`config.mk`:
```
export PLATFORM = sky130hd
export DESIGN_NAME = mult_div_unit
export DESIGN_NICKNAME = d
export VERILOG_FILES = /design/src/rtl/mdu_pkg.sv /design/src/rtl/mdu_abs.sv /design/src/rtl/mult_div_unit.sv
export SDC_FILE = /design/constraint.sdc
export NUM_CORES = 1
export LEC_CHECK = 0
export BUFFER_PORTS_ARGS = -buffer_cell sky130_fd_sc_hd__clkbuf_2
export CAP_MARGIN = 20
export CORE_MARGIN = 5
export CORE_UTILIZATION = 55
export CTS_CLUSTER_SIZE = 28
export DETAILED_ROUTE_END_ITERATION = 6
export PLACE_DENSITY = 0.78
export SYNTH_ARGS = -nofsm -noshare
export SYNTH_HDL_FRONTEND = slang
export SYNTH_SLANG_ARGS = --single-unit
```
`constraint.sdc`:
```
create_clock -name Clk -period 3.1 [get_ports Clk]
set_input_delay 0.155 -clock Clk [delete_from_list [all_inputs] [get_ports Clk]]
set_output_delay 0.155 -clock Clk [all_outputs]
set_load 0.05 [all_outputs]
```
`src/rtl/mdu_pkg.sv`:
```
// Shared types for the multiply/divide unit: operation codes and FSM state encoding.
package mdu_pkg;

    typedef enum logic [1:0] {
        MDU_MULT  = 2'b00,
        MDU_MULTU = 2'b01,
        MDU_DIV   = 2'b10,
        MDU_DIVU  = 2'b11
    } mdu_op_t;

    typedef enum logic [2:0] {
        IDLE = 3'd0,
        MUL  = 3'd1,
        DIV  = 3'd2,
        FIX  = 3'd3,
        DONE = 3'd4
    } mdu_state_t;

endpackage

```
`src/rtl/mdu_abs.sv`:
```
// Magnitude/sign split of an operand; unsigned operands pass through with sign=0.
module mdu_abs #(
    parameter int WIDTH = 32
) (
    input  logic [WIDTH-1:0] value,
    input  logic             is_signed,
    output logic [WIDTH-1:0] magnitude,
    output logic             sign
);

    assign sign      = is_signed & value[WIDTH-1];
    assign magnitude = sign ? -value : value;

endmodule

```
`src/rtl/mult_div_unit.sv`:
```
// Iterative MULT/MULTU/DIV/DIVU unit, one bit per cycle, results held in Hi/Lo.
// Handshake: Start is a request sampled only while Busy=0; Done is a one-cycle completion pulse.
module mult_div_unit
    import mdu_pkg::*;
#(
    parameter int WIDTH = 32
) (
    input  logic             Clk,
    input  logic             Reset,
    input  logic             Start,
    input  logic [1:0]       Op,
    input  logic [WIDTH-1:0] A,
    input  logic [WIDTH-1:0] B,
    output logic             Busy,
    output logic             Done,
    output logic             DivZero,
    output logic [WIDTH-1:0] Hi,
    output logic [WIDTH-1:0] Lo,
    output logic [2:0]       dbg_state
);

    localparam int CW = $clog2(WIDTH + 1);

    mdu_state_t       state;
    logic [CW-1:0]    cnt;
    logic [2*WIDTH-1:0] work;
    logic [WIDTH-1:0] opnd;
    logic             is_div_q;
    logic             sign_a_q;
    logic             sign_b_q;
    logic             dz_q;

    logic             in_signed;
    logic [WIDTH-1:0] mag_a;
    logic [WIDTH-1:0] mag_b;
    logic             sgn_a;
    logic             sgn_b;

    // MULT and DIV have Op[0]=0; the U variants take operands raw.
    assign in_signed = ~Op[0];

    mdu_abs #(.WIDTH(WIDTH)) u_abs_a (
        .value     (A),
        .is_signed (in_signed),
        .magnitude (mag_a),
        .sign      (sgn_a)
    );

    mdu_abs #(.WIDTH(WIDTH)) u_abs_b (
        .value     (B),
        .is_signed (in_signed),
        .magnitude (mag_b),
        .sign      (sgn_b)
    );

    logic [WIDTH:0]       mul_sum;
    logic [2*WIDTH-1:0]   mul_next;
    logic [WIDTH:0]       div_shift;
    logic [WIDTH:0]       div_trial;
    logic                 div_ge;
    logic [WIDTH-1:0]     div_rem;
    logic [2*WIDTH-1:0]   div_next;
    logic [2*WIDTH-1:0]   prod_fix;
    logic [WIDTH-1:0]     quot_fix;
    logic [WIDTH-1:0]     rem_fix;
    logic [WIDTH-1:0]     fix_hi;
    logic [WIDTH-1:0]     fix_lo;

    // Multiplier sits in the low half and is consumed LSB-first as the accumulator shifts right.
    always_comb begin
        mul_sum = {1'b0, work[2*WIDTH-1:WIDTH]};
        if (work[0]) begin
            mul_sum = {1'b0, work[2*WIDTH-1:WIDTH]} + {1'b0, opnd};
        end
        mul_next = {mul_sum, work[WIDTH-1:1]};
    end

    // Partial remainder can briefly need WIDTH+1 bits after the shift, so the trial is one bit wider.
    always_comb begin
        div_shift = work[2*WIDTH-1:WIDTH-1];
        div_trial = div_shift - {1'b0, opnd};
        div_ge    = ~div_trial[WIDTH];
        div_rem   = div_ge ? div_trial[WIDTH-1:0] : div_shift[WIDTH-1:0];
        div_next  = {div_rem, work[WIDTH-2:0], div_ge};
    end

    always_comb begin
        prod_fix = (sign_a_q ^ sign_b_q) ? -work : work;
        quot_fix = (sign_a_q ^ sign_b_q) ? -work[WIDTH-1:0] : work[WIDTH-1:0];
        rem_fix  = sign_a_q ? -work[2*WIDTH-1:WIDTH] : work[2*WIDTH-1:WIDTH];
        fix_hi   = prod_fix[2*WIDTH-1:WIDTH];
        fix_lo   = prod_fix[WIDTH-1:0];
        if (is_div_q) begin
            fix_hi = rem_fix;
            fix_lo = quot_fix;
        end
    end

    always_ff @(posedge Clk or negedge Reset) begin
        if (!Reset) begin
            state    <= IDLE;
            cnt      <= '0;
            work     <= '0;
            opnd     <= '0;
            is_div_q <= 1'b0;
            sign_a_q <= 1'b0;
            sign_b_q <= 1'b0;
            dz_q     <= 1'b0;
            Hi       <= '0;
            Lo       <= '0;
        end else begin
            case (state)
                IDLE: begin
                    if (Start) begin
                        sign_a_q <= sgn_a;
                        sign_b_q <= sgn_b;
                        is_div_q <= Op[1];
                        cnt      <= CW'(WIDTH);
                        if (Op[1]) begin
                            work <= {{WIDTH{1'b0}}, mag_a};
                            opnd <= mag_b;
                            if (B == '0) begin
                                dz_q  <= 1'b1;
                                state <= DONE;
                            end else begin
                                dz_q  <= 1'b0;
                                state <= DIV;
                            end
                        end else begin
                            work  <= {{WIDTH{1'b0}}, mag_b};
                            opnd  <= mag_a;
                            dz_q  <= 1'b0;
                            state <= MUL;
                        end
                    end
                end
                MUL: begin
                    work <= mul_next;
                    cnt  <= cnt - CW'(1);
                    if (cnt == CW'(1)) begin
                        state <= FIX;
                    end
                end
                DIV: begin
                    work <= div_next;
                    cnt  <= cnt - CW'(1);
                    if (cnt == CW'(1)) begin
                        state <= FIX;
                    end
                end
                FIX: begin
                    Hi    <= fix_hi;
                    Lo    <= fix_lo;
                    state <= DONE;
                end
                DONE: begin
                    dz_q  <= 1'b0;
                    state <= IDLE;
                end
                default: state <= IDLE;
            endcase
        end
    end

    assign Busy      = (state != IDLE);
    assign Done      = (state == DONE);
    assign DivZero   = (state == DONE) & dz_q;
    assign dbg_state = state;

endmodule

```
==> results of run 1 <==
==> routing by layer <==
| metal | wire length (um) | vias up | GRT usage, % |
|---|---|---|---|
| met5 | 0 | - | 0 |
| met1 | 20830 | 7179 | 46.87 |
| li1 | - | 7031 | - |
| met4 | 2161 | 0 | 13.36 |
| met2 | 22140 | 905 | 49.41 |
| met3 | 5192 | 148 | 4.572 |
==> synth_stat cells, drive strengths merged, types with 8 or more instances <==
cell,n
a22oi,20
a221oi,18
o21a,11
o21ai,196
nand4,9
nor3,38
nor4,19
and3,15
xnor2,95
o31ai,14
a31oi,14
a21oi,177
dfrtp,173
buf,15
nand2,217
inv,68
ha,70
a222oi,11
o211ai,23
nor2,163
or3,16
nor2b,16
or4,8
nand2b,14
and2,13
a211oi,11
clkbuf,99
o41ai,15
xor2,82
nand3,28
mux2i,39
a21o,30
o221ai,23
==> through the flow <==
step / setup slack [ns] / cell area (um2) / hold WS [ns] / instances / utilization, %
global placement: -0.02994 / 16250 / 0.2145 / 2341 / 62.54
floorplan: 0.03693 / 14430 / -0.1406 / 1833 / -
global route: -0.1329 / 17310 / 0.1734 / 2389 / 66.63
detailed placement: -0.1626 / 16250 / 0.2216 / 2341 / 62.54
CTS: 0.01008 / 17020 / 0.1249 / 2384 / 65.50
finish: -0.07150 / 17310 / 0.1280 / 2389 / 66.63
==> repair_timing <==
action / CTS / global route
hold endpoints to repair: 73 / 0
cloned: 1 / 1
setup endpoints to repair: 26 / 42
pin swaps: 4 / 27
resized for setup: 12 / 61
setup buffers: 9 / 5
hold buffers: 1 / 0
==> logic make-up after synthesis <==
| kind of cell | count (synthesis) | synth area share (%) |
|---|---|---|
| simple gates | 584 | 19.07 |
| xor+xnor | 177 | 10.74 |
| flops | 173 | 29.99 |
| mux | 41 | 2.861 |
| compound gates | 604 | 26.09 |
| buf+inv | 182 | 4.898 |
| fa+ha+maj | 72 | 6.345 |
==> worst max-delay path by stage <==
stage | from | end | cells after the start | slack (ns)
finish | opnd[0] | work[56] | 14 | -0.07
global route | opnd[0] | work[43] | 13 | -0.13
CTS | work[32] | Hi[18] | 12 | 0.01
detailed placement | opnd[0] | work[61] | 13 | -0.16
global placement | opnd[0] | work[61] | 13 | -0.03
floorplan | work[31] | work[32] | 14 | 0.04
==> flip-flops by register name, indices dropped and copies added, names as in the netlist <==
register / flops
work: 64
Hi: 32
Lo: 32
opnd: 32
cnt: 6
dbg_state: 3
dz_q: 1
is_div_q: 1
sign_a_q: 1
sign_b_q: 1
==> cell type report <==
| class | count | area (um2) |
|---|---|---|
| Clock buffer | 17 | 425.4 |
| Clock inverter | 15 | 211.5 |
| Fill cell | 2214 | 8672 |
| Inverter | 68 | 255.2 |
| Multi-Input combinational cell | 1478 | 9635 |
| Sequential cell | 173 | 4330 |
| Tap cell | 335 | 419.2 |
| Timing Repair Buffer | 303 | 2036 |
==> tightest hold or removal path: stages <==
cell      delay, ns
clkbuf_2       0.10
xnor2_1        0.08
nand2_1        0.07
a31o_2         0.14
==> summary.md, run 1 <==
| Metric | Value |
|---|---|
| DRT iter0 DRCs | `2077` |
| Slowest CP cell | `dfrtp_1` |
| Post-synth cell types | `83` |
| Critical path cell sequence | `buf_6 > ha_4 > fa_2 > nand2b_4 > a21o_1 > a211oi_4 > o311ai_4 > a211o_1 > nand4_1 > buf_6 > buf_12 > buf_6 > mux2i_1 > o21ai_1` |
| I/O Pins | `around 140` |
| Syn_area_per_cell | `7.874 um2` |
| Syn nets | `1974` |
| Routed WL | `roughly 50000 um` |
| Register bit total from synthesis | `between 150 and 200` |
| Initial antenna violation count | `0` |
| Layout net count | `2182` |
| First-pass GRT wire length | `76400 um` |
| Area Growth Syn to Fin | `19.95%` |
| Relative slew slack | `22.70%` |
| H-Tree Depth | `4` |
| FF-to-FF setup slack | `-0.07 ns` |
| Remaining antenna violation count | `0` |
| Final setup viols | `16` |
| Element type at the critical path end | `flop` |
| Reg2Reg Launch Point | `opnd[0]` |
| Post-route DRC | `2` |
| Sequential area share after synthesis | `between 20% and 30%` |
| Clock latency on the worst-skew pair | `0.45 ns` |
| Die area | `0.02958 mm2` |
| Crit-path leading delay family | `compound AO/OA/AOI/OAI gates` |
| TritonRoute pass-1 iters | `7` |
| Warnings, synthesis | `0` |
| Crit-path most repeated cell | `buf_6` |
| CORE AREA | `0.02598 mm2` |
| Hold-critical path endpoint | `opnd[18]` |
| Setup Skew | `0.02063 ns` |
| Hold-critical path depth | `4` |
| Final Hold Vio Count | `0` |
| Via Count | `between 15000 and 20000` |
| Min-Delay Path Class | `input port to flop` |
| Die width | `around 170 um` |
| Fin worst setup slack | `-0.07150 ns` |
| Clock buffer count from CTS | `17` |
| Reg2reg end | `work[56]` |
| Synth Cell Area | `0.01443 mm2` |
| Starting Density | `55.55%` |
| Vias in the first global route | `between 10000 and 15000` |
| EDFF count, synth | `0` |
| Cells on worst reg2reg path | `14` |
| CTS Root Cell | `clkbuf_16` |
| Data required time of the worst path | `3.41 ns` |
| All-Layer GR Usage | `32.57%` |
| Antenna cells | `0` |
| Fmax | `315.3 MHz` |
| CP Launch Type | `flop` |
| Hold path start | `A[18]` |
| GR Overflow Total | `0` |
| Synth top area share | `29.99%` |
| CTS tree | `built` |
| Gp weighted congestion | `0.9971` |
| Final worst-path cycle share | `102.3%` |
| Die Y | `about 170 um` |
| CP max FO | `7` |
| Pin count of the biggest net entering global routing | `85` |
| Share of flip-flops with an asynchronous set or reset | `100.0%` |
| Synth Flop Type | `dfrtp_1` |
| RSZ-0062 raised after global routing | `true` |
| Crit Path Class | `flop to flop` |
| Wire per inst | `roughly 21 um` |
| Top post-synthesis cells by area | `dfrtp_1 (30%), o21ai_0 (6.5%), a21oi_1 (6.1%)` |
| IO buf count | `about 140` |
| Row cnt | `59` |
| Most frequent cells in the layout | `nand2_1 (214), o21ai_0 (175), a21oi_1 (174)` |
| Vias per inst | `between 6 and 7` |
| CTS sink count | `173` |
| Clock-pin slew of the registers on the worst-case setup and hold paths | `0.09 ns` |
| Clock buffer depth | `2` |
| Share of post-route cells with drive strength above 1 | `19.38%` |
| Slew Limit Fails | `0` |
| Area leader, netlist | `dfrtp_1` |
| Max_cap viols | `0` |
| Commonest non-fill, non-tap cell in the layout | `nand2_1` |
| Setup_tns | `-0.4634 ns` |
| Post-DP HPWL | `38140 um` |
| WP buf/inv | `4` |
| Worst Path Arrival | `3.48 ns` |
| Crit path time final | `3.172 ns` |
| Cells after Synth | `1833` |
| Failing checks | `design-rule violations, negative setup slack` |
| CP max stage delay | `about 0.4 ns` |
| Slew @ Worst Pin | `1.155 ns` |
| Run status | `finished, violations left` |
Power of run 1 is left out: the tool's default activity adds up to more than one toggle a clock period on the data nets, which glitch-free logic cannot reach.
==> run 2: changes to the inputs <==
--- a/config.mk
+++ b/config.mk
@@ -5,10 +5,11 @@
 export SDC_FILE = /design/constraint.sdc
 export NUM_CORES = 1
 export LEC_CHECK = 0
+export ABC_AREA = 1
 export BUFFER_PORTS_ARGS = -buffer_cell sky130_fd_sc_hd__clkbuf_2
 export CAP_MARGIN = 20
 export CORE_MARGIN = 5
-export CORE_UTILIZATION = 55
+export CORE_UTILIZATION = 56
 export CTS_CLUSTER_SIZE = 28
 export DETAILED_ROUTE_END_ITERATION = 6
 export PLACE_DENSITY = 0.78
==> run 2 against run 1 <==
Against the previous run:
- the run ends with design-rule violations left
- first-iteration DRC count rose by 40%
- setup slack improved by 0.32 ns
- fmax rose by 11%
- global-route usage rose by 6.3 points
- wire length rose by 41%
- cell area rose by 13%
- cell count rose by 48%
- non-clock buffer count fell by 102
==> summary.md, run 2 <==
| Metric | Value |
|---|---|
| Run status | `finished, violations left` |
| Failing checks | `design-rule violations` |
| Setup_tns | `0 ns` |
| Fin area | `0.01953 mm2` |
| Antenna cells | `0` |
| Syn_area_per_cell | `roughly 5.9 um2` |
| Clock buffer count from CTS | `17` |
| Clock buffer depth | `2` |
| Synth top area share | `24.57%` |
| Commonest non-fill, non-tap cell in the layout | `nand2_1` |
| Synth Flop Type | `dfrtp_1` |
| CP max FO | `14` |
| DRT iter0 DRCs | `2915` |
| Synth cell count leaders | `nand2_1 (1007), inv_1 (409), nand3_1 (378), nor2_1 (279), dfrtp_1 (173)` |
| Worst Path Arrival | `3.19 ns` |
| Share of post-route cells with drive strength above 1 | `9.446%` |
| Placement-stage cell area | `0.01891 mm2` |
| Initial antenna violation count | `1` |
| Remaining antenna violation count | `0` |
| Element type at the critical path end | `flop` |
| Min-Delay Path Class | `input port to flop` |
| Syn nets | `between 3000 and 4000` |
| Area Growth Syn to Fin | `10.79%` |
| Routed WL | `approximately 71000 um` |
| Synth Cell Area | `0.01762 mm2` |
| Via Count | `21094` |
| Register bit total from synthesis | `173` |
| Crit Path Class | `flop to flop` |
| H-Tree Depth | `4` |
| Clock-pin slew of the registers on the worst-case setup and hold paths | `around 0.07 ns` |
| RSZ-0062 raised after global routing | `false` |
| Top post-synthesis cells by area | `dfrtp_1 (25%), nand2_1 (21%), nand3_1 (11%)` |
| CTS tree | `built` |
| CORE AREA | `0.03131 mm2` |
| EDFF count, synth | `0` |
| Busiest layer in global routing | `met2` |
| Final setup viols | `0` |
| Fmax | `between 300 and 400 MHz` |
| Fillers | `3178` |
| Wire per inst | `between 20 and 25 um` |
| Post-synth cell types | `54` |
| Data required time of the worst path | `3.44 ns` |
| Die width | `187.4 um` |
| TritonRoute pass-1 iters | `7` |
| Met3 Usage GRT | `9.518%` |
| Setup Skew | `around 0.014 ns` |
| CTS sink count | `between 150 and 200` |
| GR Overflow Total | `0` |
| Die area | `0.03512 mm2` |
| Met1 GRT Util | `between 50% and 60%` |
| Post-placement cell count | `~3500` |
| Clock latency on the worst-skew pair | `0.46 ns` |
| Vias in the first global route | `19080` |
| Vias per inst | `5.984` |
| Post-DP HPWL | `roughly 58000 um` |
| Most frequent cells in the layout | `nand2_1 (1007), inv_1 (408), nand3_1 (378)` |
| Slew Limit Fails | `0` |
| Max_cap viols | `0` |
| Relative slew slack | `~44%` |
| Pin count of the biggest net entering global routing | `77` |
| Slew @ Worst Pin | `0.8423 ns` |
| I/O Pins | `approximately 140` |
| Cells after Synth | `2980` |
| CP Launch Type | `flop` |
| Most frequent cell after synthesis | `nand2_1` |
| Gp weighted congestion | `1.088` |
| Flip-flop count of the largest register after layout | `64` |
| Warnings, synthesis | `0` |
| Sequential area share after synthesis | `24.57%` |
| Starting Density | `56.28%` |
| Final worst-path cycle share | `approximately 92%` |
| Die Y | `roughly 190 um` |
| Layout net count | `3252` |
| Share of flip-flops with an asynchronous set or reset | `100.0%` |
| Row cnt | `65` |
| Post-route DRC | `7` |
| Met2 Use GR | `60.38%` |
| CTS Root Cell | `clkbuf_16` |
| Crit path time final | `2.856 ns` |
| IO buf count | `approximately 140` |
| Largest Register | `work` |
| First-pass GRT wire length | `107800 um` |
| All-Layer GR Usage | `38.83%` |
| Final Hold Vio Count | `0` |
| Area leader, netlist | `dfrtp_1` |
| Fin cells | `3525` |
## run 2: through the flow
step / worst slack [ns] / hold WS (ns) / utilization, %
floorplan: 0.8105 / -0.1406 / -
global placement: 0.3223 / 0.1984 / 60.39
detailed placement: 0.2141 / 0.2085 / 60.39
CTS: 0.1788 / 0.04022 / 62.28
global route: 0.04204 / 0.05203 / 62.36
finish: 0.2436 / 0.04996 / 62.36
## run 2: routing by layer
metal | share of wire (%) | vias up
met5 | 0.018 | -
met4 | 4.7 | 2
met3 | 12 | 215
met2 | 44 | 1272
met1 | 40 | 9730
li1 | - | 9875
## run 2: final timing paths
check	start	to	slack, ns	cells after the start
max	work[31]	work[47]	0.24	17
min	B[0]	opnd[0]	0.05	3
max reg2reg	work[31]	work[47]	0.24	17
min reg2reg	Hi[8]	Hi[8]	0.48	2
max in group asynchronous	Reset	opnd[22]	1.94	3
min in group asynchronous	Reset	Hi[18]	0.28	2
## run 2: logic make-up after synthesis
kind of cell | count (synthesis) | synth area share, %
AOI/OAI and AO/OA | 370 | 12.46
xor gates and xnor gates | 70 | 3.479
adders and majority gates | 72 | 5.197
buffers and inverters | 508 | 11.25
DFF | 173 | 24.57
muxes | 1 | 0.06389
and+or+nand+nor | 1786 | 42.98
## run 2: layout make-up
cell class              count  area, um2  area share (%)
multi-input cells        2299      11330           58.03
flip-flops and latches    173       4329           22.17
inverters                 419       1573           8.055
repair buffers            201       1210           6.197
well taps                 402      503.0           2.576
clock buffers              17      425.4           2.179
clock inverters            14      155.1          0.7946
## run 2: repair_timing
item                       CTS  global route
hold buffers                 1             0
gates resized for setup      0             1
buffers inserted             0             0
setup endpoints to repair    0            20
hold endpoints to repair    69             0
## run 2: worst max-delay path: stages (launching register included)
cell and delay [ns]:
dfrtp_1 0.44, inv_1 0.11, ha_1 0.24, fa_1 0.42, inv_1 0.09, nand2_1 0.07
nand2_1 0.10, nand3_1 0.09, nand2_2 0.13, nand2_2 0.08, nand2_2 0.09, nand2_4 0.09
nand2_4 0.10, nand2_4 0.11, nand2_2 0.27, nand2_1 0.11, nand3_1 0.10, nand3_1 0.09
Power of run 2 is left out for the same reason.
